[src/rtl/sdram_rmw_engine.sv]
// Burst read-modify-write over a frame region: read BURST_LEN words, add LANE_INC per lane (saturating under RMW_SATURATE_EN), write back.
// One idle cycle between bursts; beats advance only on i_Data_Read_Valid / i_Data_Write_Done, arbiter is granted only in IDLE.
module sdram_rmw_engine #(
  parameter int DATA_W      = 32,
  parameter int LANE_W      = 8,
  parameter int LANE_INC    = 1,
  parameter int ADDR_W      = 22,
  parameter int BURST_LEN   = 8,
  parameter int BASE_ADDR   = 0,
  parameter int FRAME_WORDS = 96000
) (
  input  logic              i_Clk,
  input  logic              i_Rst_n,
  input  logic              i_Enable,
  input  logic              i_SDRAM_Requested,
  output logic              o_SDRAM_Yield,
  output logic [1:0]        o_Command,
  output logic [ADDR_W-1:0] o_Data_Address,
  input  logic              i_Data_Read_Valid,
  input  logic [DATA_W-1:0] i_Data_Read,
  output logic [DATA_W-1:0] o_Data_Write,
  input  logic              i_Data_Write_Done,
  output logic              o_Frame_Done,
  output logic              o_Busy
);

  localparam logic [1:0] CMD_IDLE  = 2'd0;
  localparam logic [1:0] CMD_READ  = 2'd1;
  localparam logic [1:0] CMD_WRITE = 2'd2;

  localparam int LANES = DATA_W / LANE_W;
  localparam int PTR_W = (BURST_LEN > 1) ? $clog2(BURST_LEN) : 1;

  localparam logic [ADDR_W-1:0] BASE_A   = ADDR_W'(BASE_ADDR);
  localparam logic [ADDR_W-1:0] END_A    = ADDR_W'(BASE_ADDR + FRAME_WORDS);
  localparam logic [ADDR_W-1:0] BURST_A  = ADDR_W'(BURST_LEN);
  localparam logic [PTR_W-1:0]  LAST_CNT = PTR_W'(BURST_LEN - 1);

  if ((longint'(BASE_ADDR) + longint'(FRAME_WORDS)) > (longint'(1) << ADDR_W)) begin : g_addr_chk
    $error("sdram_rmw_engine: BASE_ADDR+FRAME_WORDS does not fit in ADDR_W");
  end
  if ((FRAME_WORDS % BURST_LEN) != 0 || (DATA_W % LANE_W) != 0 || BURST_LEN < 1) begin : g_geom_chk
    $error("sdram_rmw_engine: inconsistent burst/lane geometry");
  end

  typedef enum logic [1:0] {S_IDLE, S_READ, S_WRITE} state_t;

  state_t            state, state_nxt;
  logic [PTR_W-1:0]  beat_cnt;
  logic [PTR_W-1:0]  wr_ptr;
  logic [PTR_W-1:0]  rd_ptr;
  logic [ADDR_W-1:0] burst_base;
  logic [ADDR_W-1:0] next_base;
  logic [DATA_W-1:0] burst_buf [BURST_LEN];

  logic start_burst, read_beat, write_beat, last_beat;

  assign start_burst = i_Enable && !i_SDRAM_Requested;
  assign read_beat   = (state == S_READ) && i_Data_Read_Valid;
  assign write_beat  = (state == S_WRITE) && i_Data_Write_Done;
  assign last_beat   = (beat_cnt == '0);
  assign next_base   = burst_base + BURST_A;

  always_ff @(posedge i_Clk or negedge i_Rst_n) begin
    if (!i_Rst_n) state <= S_IDLE;
    else          state <= state_nxt;
  end

  always_comb begin
    state_nxt = state;
    case (state)
      S_IDLE:  if (start_burst) state_nxt = S_READ;
      S_READ:  if (read_beat && last_beat) state_nxt = S_WRITE;
      S_WRITE: if (write_beat && last_beat) state_nxt = S_IDLE;
      default: state_nxt = S_IDLE;
    endcase
  end

  always_comb begin
    o_Command     = CMD_IDLE;
    o_Busy        = 1'b0;
    o_SDRAM_Yield = 1'b0;
    case (state)
      S_READ:  begin o_Command = CMD_READ;  o_Busy = 1'b1; end
      S_WRITE: begin o_Command = CMD_WRITE; o_Busy = 1'b1; end
      default: o_SDRAM_Yield = i_SDRAM_Requested;
    endcase
  end

  always_ff @(posedge i_Clk or negedge i_Rst_n) begin
    if (!i_Rst_n) begin
      o_Data_Address <= BASE_A;
      burst_base     <= BASE_A;
      beat_cnt       <= '0;
      wr_ptr         <= '0;
      rd_ptr         <= '0;
      o_Frame_Done   <= 1'b0;
    end else begin
      o_Frame_Done <= 1'b0;
      case (state)
        S_IDLE: if (start_burst) begin
          o_Data_Address <= burst_base;
          beat_cnt       <= LAST_CNT;
          wr_ptr         <= '0;
        end
        S_READ: if (i_Data_Read_Valid) begin
          wr_ptr <= wr_ptr + PTR_W'(1);
          if (last_beat) begin
            o_Data_Address <= burst_base;
            beat_cnt       <= LAST_CNT;
            rd_ptr         <= '0;
          end else begin
            o_Data_Address <= o_Data_Address + ADDR_W'(1);
            beat_cnt       <= beat_cnt - PTR_W'(1);
          end
        end
        S_WRITE: if (i_Data_Write_Done) begin
          rd_ptr <= rd_ptr + PTR_W'(1);
          if (last_beat) begin
            // Park the address on the next burst start so IDLE shows where we resume.
            if (next_base == END_A) begin
              burst_base     <= BASE_A;
              o_Data_Address <= BASE_A;
              o_Frame_Done   <= 1'b1;
            end else begin
              burst_base     <= next_base;
              o_Data_Address <= next_base;
            end
          end else begin
            o_Data_Address <= o_Data_Address + ADDR_W'(1);
            beat_cnt       <= beat_cnt - PTR_W'(1);
          end
        end
        default: ;
      endcase
    end
  end

  always_ff @(posedge i_Clk) begin
    if (read_beat) burst_buf[wr_ptr] <= i_Data_Read;
  end

`ifdef RMW_SATURATE_EN
  logic [LANE_W:0] lane_sum;
  always_comb begin
    o_Data_Write = '0;
    lane_sum     = '0;
    for (int l = 0; l < LANES; l++) begin
      lane_sum = {1'b0, burst_buf[rd_ptr][l*LANE_W +: LANE_W]} + (LANE_W+1)'(LANE_INC);
      o_Data_Write[l*LANE_W +: LANE_W] = lane_sum[LANE_W] ? {LANE_W{1'b1}} : lane_sum[LANE_W-1:0];
    end
  end
`else
  always_comb begin
    o_Data_Write = '0;
    for (int l = 0; l < LANES; l++) begin
      o_Data_Write[l*LANE_W +: LANE_W] = burst_buf[rd_ptr][l*LANE_W +: LANE_W] + LANE_W'(LANE_INC);
    end
  end
`endif

endmodule
[config.mk]
export PLATFORM = sky130hd
export DESIGN_NAME = sdram_rmw_engine
export DESIGN_NICKNAME = d
export VERILOG_FILES = /design/src/rtl/sdram_rmw_engine.sv
export SDC_FILE = /design/constraint.sdc
export NUM_CORES = 1
export LEC_CHECK = 0
export ABC_AREA = 1
export BUFFER_PORTS_ARGS = -buffer_cell sky130_fd_sc_hd__buf_2
export CORE_MARGIN = 2
export CORE_UTILIZATION = 43
export CTS_BUF_LIST = sky130_fd_sc_hd__clkbuf_4
export DETAILED_ROUTE_END_ITERATION = 8
export HOLD_SLACK_MARGIN = 0.06
export PLACE_DENSITY = 0.64
export RECOVER_POWER = 100
export SYNTH_ARGS = -nofsm -noshare
export SYNTH_HDL_FRONTEND = slang
export SYNTH_SLANG_ARGS = --single-unit
[constraint.sdc]
create_clock -name i_Clk -period 6 [get_ports i_Clk]
set_input_delay 0.3 -clock i_Clk [delete_from_list [all_inputs] [get_ports i_Clk]]
set_output_delay 0.3 -clock i_Clk [all_outputs]
set_load 0.01 [all_outputs]
==> results of run 1 <==
==> metal layers <==
metal	track usage	vias to the layer above	share of wire
met5	0	-	0
met4	0.105	0	0.038
met3	0.0424	89	0.053
met2	0.342	288	0.48
met1	0.256	5207	0.43
li1	-	5259	-
==> synthesized netlist by cell type, drive strengths merged (9+ instances only) <==
library cell    n  area (µm²)
edfxtp        256        7690
nand2         210         811
nor2          210         821
o21ai         208        1040
inv            92         345
a21oi          65         352
dfrtp          56        1400
o22ai          51         319
clkbuf         42         160
buf            36         226
nand3          33         175
xor2           20         175
xnor2          17         149
ha             15         188
nand4          15        93.8
nor3            9        55.1
==> cell families after synthesis <==
family	share of synthesized area
DFF	0.630
xor gates and xnor gates	0.0225
muxes	0.00165
AOI/OAI and AO/OA	0.139
and+or+nand+nor	0.143
buffers and inverters	0.0508
adders and majority gates	0.0130
==> stage by stage <==
| step | worst slack (ns) | util | area [µm²] | hold WS (ns) |
|---|---|---|---|---|
| after floorplan | 3.07 | - | 14400 | 0.00441 |
| after global placement | 2.40 | 0.460 | 15300 | 0.415 |
| after detailed placement | 2.35 | 0.460 | 15300 | 0.416 |
| after CTS | 1.49 | 0.503 | 16700 | 0.0675 |
| after global routing | 0.613 | 0.498 | 16600 | 0.159 |
| final | 1.03 | 0.498 | 16600 | 0.139 |
==> worst max-delay path: stages, from the launching register on <==
cell and delay [ns]:
dfrtp_4 0.77, clkinv_2 0.77, clkbuf_1 0.72, o21ai_0 0.40, o22ai_1 0.12, o21ai_0 0.39, nor2_1 0.10, nand2_1 0.16
nor2_1 0.08, nand4_1 0.09, xnor2_1 0.12, buf_2 0.14
==> where the power goes <==
| group | leakage (nW) | internal (mW) | total [mW] | switching [mW] |
|---|---|---|---|---|
| Clock | 0.626 | 0.956 | 1.84 | 0.885 |
| Combinational | 2.58 | 1.04 | 3.18 | 2.13 |
| Sequential | 2.99 | 2.66 | 2.98 | 0.326 |
| Total | 6.20 | 4.66 | 8.00 | 3.35 |
==> final timing paths <==
kind,to,start,cells past startpoint,slack [ns]
worst max-delay path,o_Data_Write[15],rd_ptr[0]$_DFFE_PN0P_,11,1.03
worst min-delay path,wr_ptr[1]$_DFFE_PN0P_,i_SDRAM_Requested,6,0.14
worst max register to register,burst_buf[3][27]$_DFFE_PP_,state[1]$_DFFE_PN0P_,7,1.39
worst min register to register,burst_base[0]$_DFFE_PN0P_,burst_base[0]$_DFFE_PN0P_,0,0.43
max in group asynchronous,rd_ptr[0]$_DFFE_PN0P_,i_Rst_n,3,2.50
min in group asynchronous,o_Frame_Done$_DFF_PN0_,i_Rst_n,3,1.24
==> timing repair <==
item,in CTS,in global routing
hold buffers,37,0
hold endpoints to repair,317,0
gates resized for setup,0,0
endpoints found under the setup margin,0,0
==> flip-flops by register name (all words and copies together), names as in the netlist <==
signal	count
burst_base	22
beat_cnt	3
rd_ptr	3
burst_buf	256
state	2
o_Data_Address	22
o_Frame_Done	1
wr_ptr	3
==> cell type report <==
| type | count | area, µm² |
|---|---|---|
| antenna | 4 | 10.0 |
| fill | 3133 | 16700 |
| timing repair buffer | 154 | 862 |
| inverter | 92 | 347 |
| multi-input combinational | 909 | 4640 |
| clock inverter | 26 | 119 |
| clock buffer | 125 | 938 |
| sequential | 312 | 9090 |
| tap | 448 | 561 |
==> results.sh, run 1 <==
export IMPL_endpoint_kind="output pin"
export IMPL_pin_count=97
export IMPL_viasPerCell=5.24
export IMPL_die_h_um=187
export IMPL_root_buffer="clkbuf_4"
export IMPL_grt_pass1_vias=10795
export IMPL_dr_pass1_iters=6
export IMPL_pwr_density_cell_nw_per_um2=483
export IMPL_syn_nets=1444
export IMPL_hold_path_class="input pin to flip-flop"
export IMPL_clock_path_buffers=3
export IMPL_max_freq_mhz=201
export IMPL_drv_cap=10
export IMPL_setup_violations=0
export IMPL_ys_ff_latch=312
export IMPL_grt_pass1_wl_um=56800
export IMPL_numCtsBuffers=85
export IMPL_area_delta_synth_final_pct=14.9
export IMPL_required_ns=5.70
export IMPL_ys_types=48
export IMPL_worstMarginPinSlew_ns=3.21
export IMPL_yosys_most_used_dff="edfxtp_1"
export IMPL_vias=10843
export IMPL_port_buffer_count=96
export IMPL_rows=67
export IMPL_routabilityCongestion=0.866
export IMPL_violations="capacitance limit, slew limit"
export IMPL_finalPower_mw=8.00
export IMPL_clock_sinks=312
export IMPL_grt_usage=0.206
export IMPL_fp_dieArea_um2=35000
export IMPL_async_reset_ff_frac=0.179
export IMPL_hold_viol_final=0
export IMPL_layout_cells_non_filler=2070
export IMPL_hpwl_um=20800
export IMPL_drive_above_1_share=0.125
export IMPL_final_common_cell="edfxtp_1"
export IMPL_start_util=0.433
export IMPL_tritoncts="done"
export IMPL_synth_edff_count=256
export IMPL_tns_ns=0
export IMPL_totalWireLength_um=35800
export IMPL_path_max_fanout=61
export IMPL_placed_cells=1878
export IMPL_worstSetupPathType="flip-flop to output pin"
export IMPL_final_cell_mix="edfxtp_1, nand2_1, nor2_1"
export IMPL_period_needed_ns=4.97
export IMPL_p_leak_nw=6.20
export IMPL_die_width_um=187
export IMPL_start_kind="flip-flop"
export IMPL_grt_antenna_before_repair=3
export IMPL_cp_arrival_ns=4.67
export IMPL_syn_cell_area_um2=14400
export IMPL_period_share=0.828
export IMPL_clock_skew_final_ns=0.0469
export IMPL_insertion_delay_ns=0.76
export IMPL_rsz0062_at_grt="no"
export IMPL_postCtsSetupBuffers=0
export IMPL_synthCells=1391
export IMPL_core_um2=33300
export IMPL_drtIter0Drc=662
export IMPL_wire_per_inst_um=17.3
export IMPL_status="finished, violations left"
export IMPL_htreeDepth=3
export IMPL_grt_max_degree=80
export IMPL_maxSlewViolCount=298
export IMPL_layout_nets=1607
export IMPL_vdd_ir_drop_max_mv=0.257
export IMPL_syn_avg_cell_area_um2=10.4
export IMPL_relSlewSlack=-1.14
export IMPL_grt_overflow=0
export IMPL_final_antenna_net_count=0
export IMPL_clk_pin_slew_worst_paths_ns=0.06
export IMPL_seq_area_frac_synth=0.630
export IMPL_drc=0
export IMPL_synth_warnings=0
(Power assumes the default switching activity.)
==> run 2: changes to the inputs <==
- PLACE_DENSITY: 0.64 -> 0.66
- clock period: 6 -> 4.1 ns (I/O delays scaled with it)
==> run 2 against run 1 <==
Compared with the run above:
- routed wire length shrank 2.0%
- the flow still finishes with violations (capacitance limit, slew limit)
- highest routed layer unchanged
- die area did not move
- sequential cell count unchanged
- total power rose by 48%
- critical endpoint is now burst_buf[6][30]$_DFFE_PP_
==> results.sh, run 2 (same netlist as run 1, synthesis figures left out) <==
export IMPL_layout_cells_non_filler=2083
export IMPL_setup_violations=0
export IMPL_drtIter0Drc=888
export IMPL_rows=67
export IMPL_path_max_fanout=26
export IMPL_grt_max_degree=130
export IMPL_drv_cap=1
export IMPL_viasPerCell=5.21
export IMPL_p_leak_nw=6.31
export IMPL_worstMarginPinSlew_ns=2.43
export IMPL_numCtsBuffers=84
export IMPL_die_width_um=187
export IMPL_maxSlewViolCount=43
export IMPL_fin_ws_ns=0.349
export IMPL_layout_nets=1618
export IMPL_path_cells="inv_1 -> ha_1 -> clkbuf_1 -> nand2_1 -> or2_0 -> nor2_2 -> buf_4"
export IMPL_startpoint="state[1]$_DFFE_PN0P_"
export IMPL_start_util=0.433
export IMPL_relSlewSlack=-0.623
export IMPL_clock_sinks=312
export IMPL_hold_start="i_SDRAM_Requested"
export IMPL_regMostFlops="burst_buf"
export IMPL_grt_antenna_before_repair=1
export IMPL_grt_pass1_wl_um=56800
export IMPL_path_depth=7
export IMPL_tritoncts="done"
export IMPL_final_util=0.503
export IMPL_crit_buf_inv=3
export IMPL_timing_rr_end="burst_buf[6][30]$_DFFE_PP_"
export IMPL_root_buffer="clkbuf_4"
export IMPL_vias=10850
export IMPL_num_fill_cells=3017
export IMPL_clock_path_buffers=3
export IMPL_totalWireLength_um=35100
export IMPL_grt_pass1_vias=10784
export IMPL_slowest_delay_ns=0.83
export IMPL_die_h_um=187
export IMPL_crit_family="simple AND/OR/NAND/NOR gates"
export IMPL_final_cell_mix="edfxtp_1, nand2_1, o21ai_0"
export IMPL_drive_above_1_share=0.137
export IMPL_post_place_ws_ns=1.24
export IMPL_crit_end="burst_buf[6][30]$_DFFE_PP_"
export IMPL_max_freq_mhz=267
export IMPL_rrSetupSlack_ns=0.35
export IMPL_status="finished, violations left"
export IMPL_postCtsSetupBuffers=0
export IMPL_hpwl_um=21400
export IMPL_placed_cells=1887
export IMPL_start_kind="flip-flop"
export IMPL_final_antenna_net_count=0
export IMPL_grt_overflow=0
export IMPL_period_needed_ns=3.75
export IMPL_largest_reg_flops=256
export IMPL_required_ns=4.53
export IMPL_fp_dieArea_um2=35000
export IMPL_tns_ns=0
export IMPL_grt_usage=0.204
export IMPL_cp_arrival_ns=4.18
export IMPL_clock_skew_final_ns=0.0616
export IMPL_final_common_cell="edfxtp_1"
export IMPL_pin_count=97
export IMPL_wire_per_inst_um=16.8
export IMPL_violations="capacitance limit, slew limit"
export IMPL_hold_viol_final=0
export IMPL_hold_path_class="input pin to flip-flop"
export IMPL_drc=0
export IMPL_htreeDepth=3
export IMPL_port_buffer_count=96
export IMPL_cp_slowest_cell="clkbuf_1"
export IMPL_period_share=0.915
export IMPL_worstSetupPathType="flip-flop to flip-flop"
export IMPL_rr_worst_depth=7
export IMPL_top_regs="burst_buf: 256 flops, burst_base: 22 flops, o_Data_Address: 22 flops"
export IMPL_clk_pin_slew_worst_paths_ns=0.06
export IMPL_r2r_start="state[1]$_DFFE_PN0P_"
export IMPL_insertion_delay_ns=0.78
export IMPL_core_um2=33300
export IMPL_pwr_density_cell_nw_per_um2=705
export IMPL_endpoint_kind="flip-flop"
export IMPL_dr_pass1_iters=8
export IMPL_rsz0062_at_grt="no"
export IMPL_finalPower_mw=11.8
export IMPL_area_delta_synth_final_pct=16.1
export IMPL_vdd_ir_drop_max_mv=0.374
export IMPL_routabilityCongestion=0.845
## run 2: cell count changes in the layout (fill, tap and decap cells not counted), sizes merged
| cell | delta |
|---|---|
| buf | +7 |
| clkbuf | +6 |
| clkinv | -4 |
| inv | +4 |
| dlygate4sd3 | +3 |
| clkinvlp | -2 |
| diode | -1 |
## run 2: how the worst min path moves through the flow
stage	end	slack, ns	cells past startpoint
after floorplan	beat_cnt[0]$_DFFE_PN0P_	-0.09	0
after global placement	o_Frame_Done$_DFF_PN0_	0.12	1
after detailed placement	o_Data_Address[21]$_DFFE_PN0P_	0.13	1
after CTS	state[0]$_DFFE_PN0P_	0.14	7
after global routing	state[1]$_DFFE_PN0P_	0.27	7
final	state[0]$_DFFE_PN0P_	0.19	7
## run 2: area by class of cell
type,count,area (µm²),share of cell area
Tap cell,448,561,0.0335
Timing Repair Buffer,166,972,0.0581
Antenna cell,3,7.51,0.000448
Multi-Input combinational cell,909,4660,0.278
Sequential cell,312,9090,0.543
Inverter,92,347,0.0207
Clock inverter,24,138,0.00822
Clock buffer,129,968,0.0578
## run 2: through the flow
step	instance area (µm²)	hold WS, ns
floorplan	14400	-0.0906
global placement	15400	0.121
detailed placement	15400	0.127
CTS	16900	0.144
global route	16700	0.272
finish	16700	0.191
## run 2: tightest hold or removal path, stage by stage
cell and delay [ns]:
buf_2 0.10, inv_1 0.06, a21oi_1 0.13, nor2_1 0.10, o21ai_0 0.16, nor2_1 0.12
a21oi_1 0.04
## run 2: repair_timing
item,CTS,global route
hold endpoints to repair,324,0
hold buffers,40,0
gates resized for setup,0,0
## run 2: report_power, final
group / total, mW / switching (mW) / internal (mW)
clock network: 2.78 / 1.32 / 1.46
registers: 4.29 / 0.411 / 3.88
logic: 4.73 / 3.16 / 1.57
## run 2: layer usage
layer,vias up,global-route usage,share of wire
li1,5284,-,-
met1,5150,0.264,0.44
met2,342,0.337,0.48
met3,74,0.0385,0.059
met4,0,0.0873,0.027
met5,-,0,0
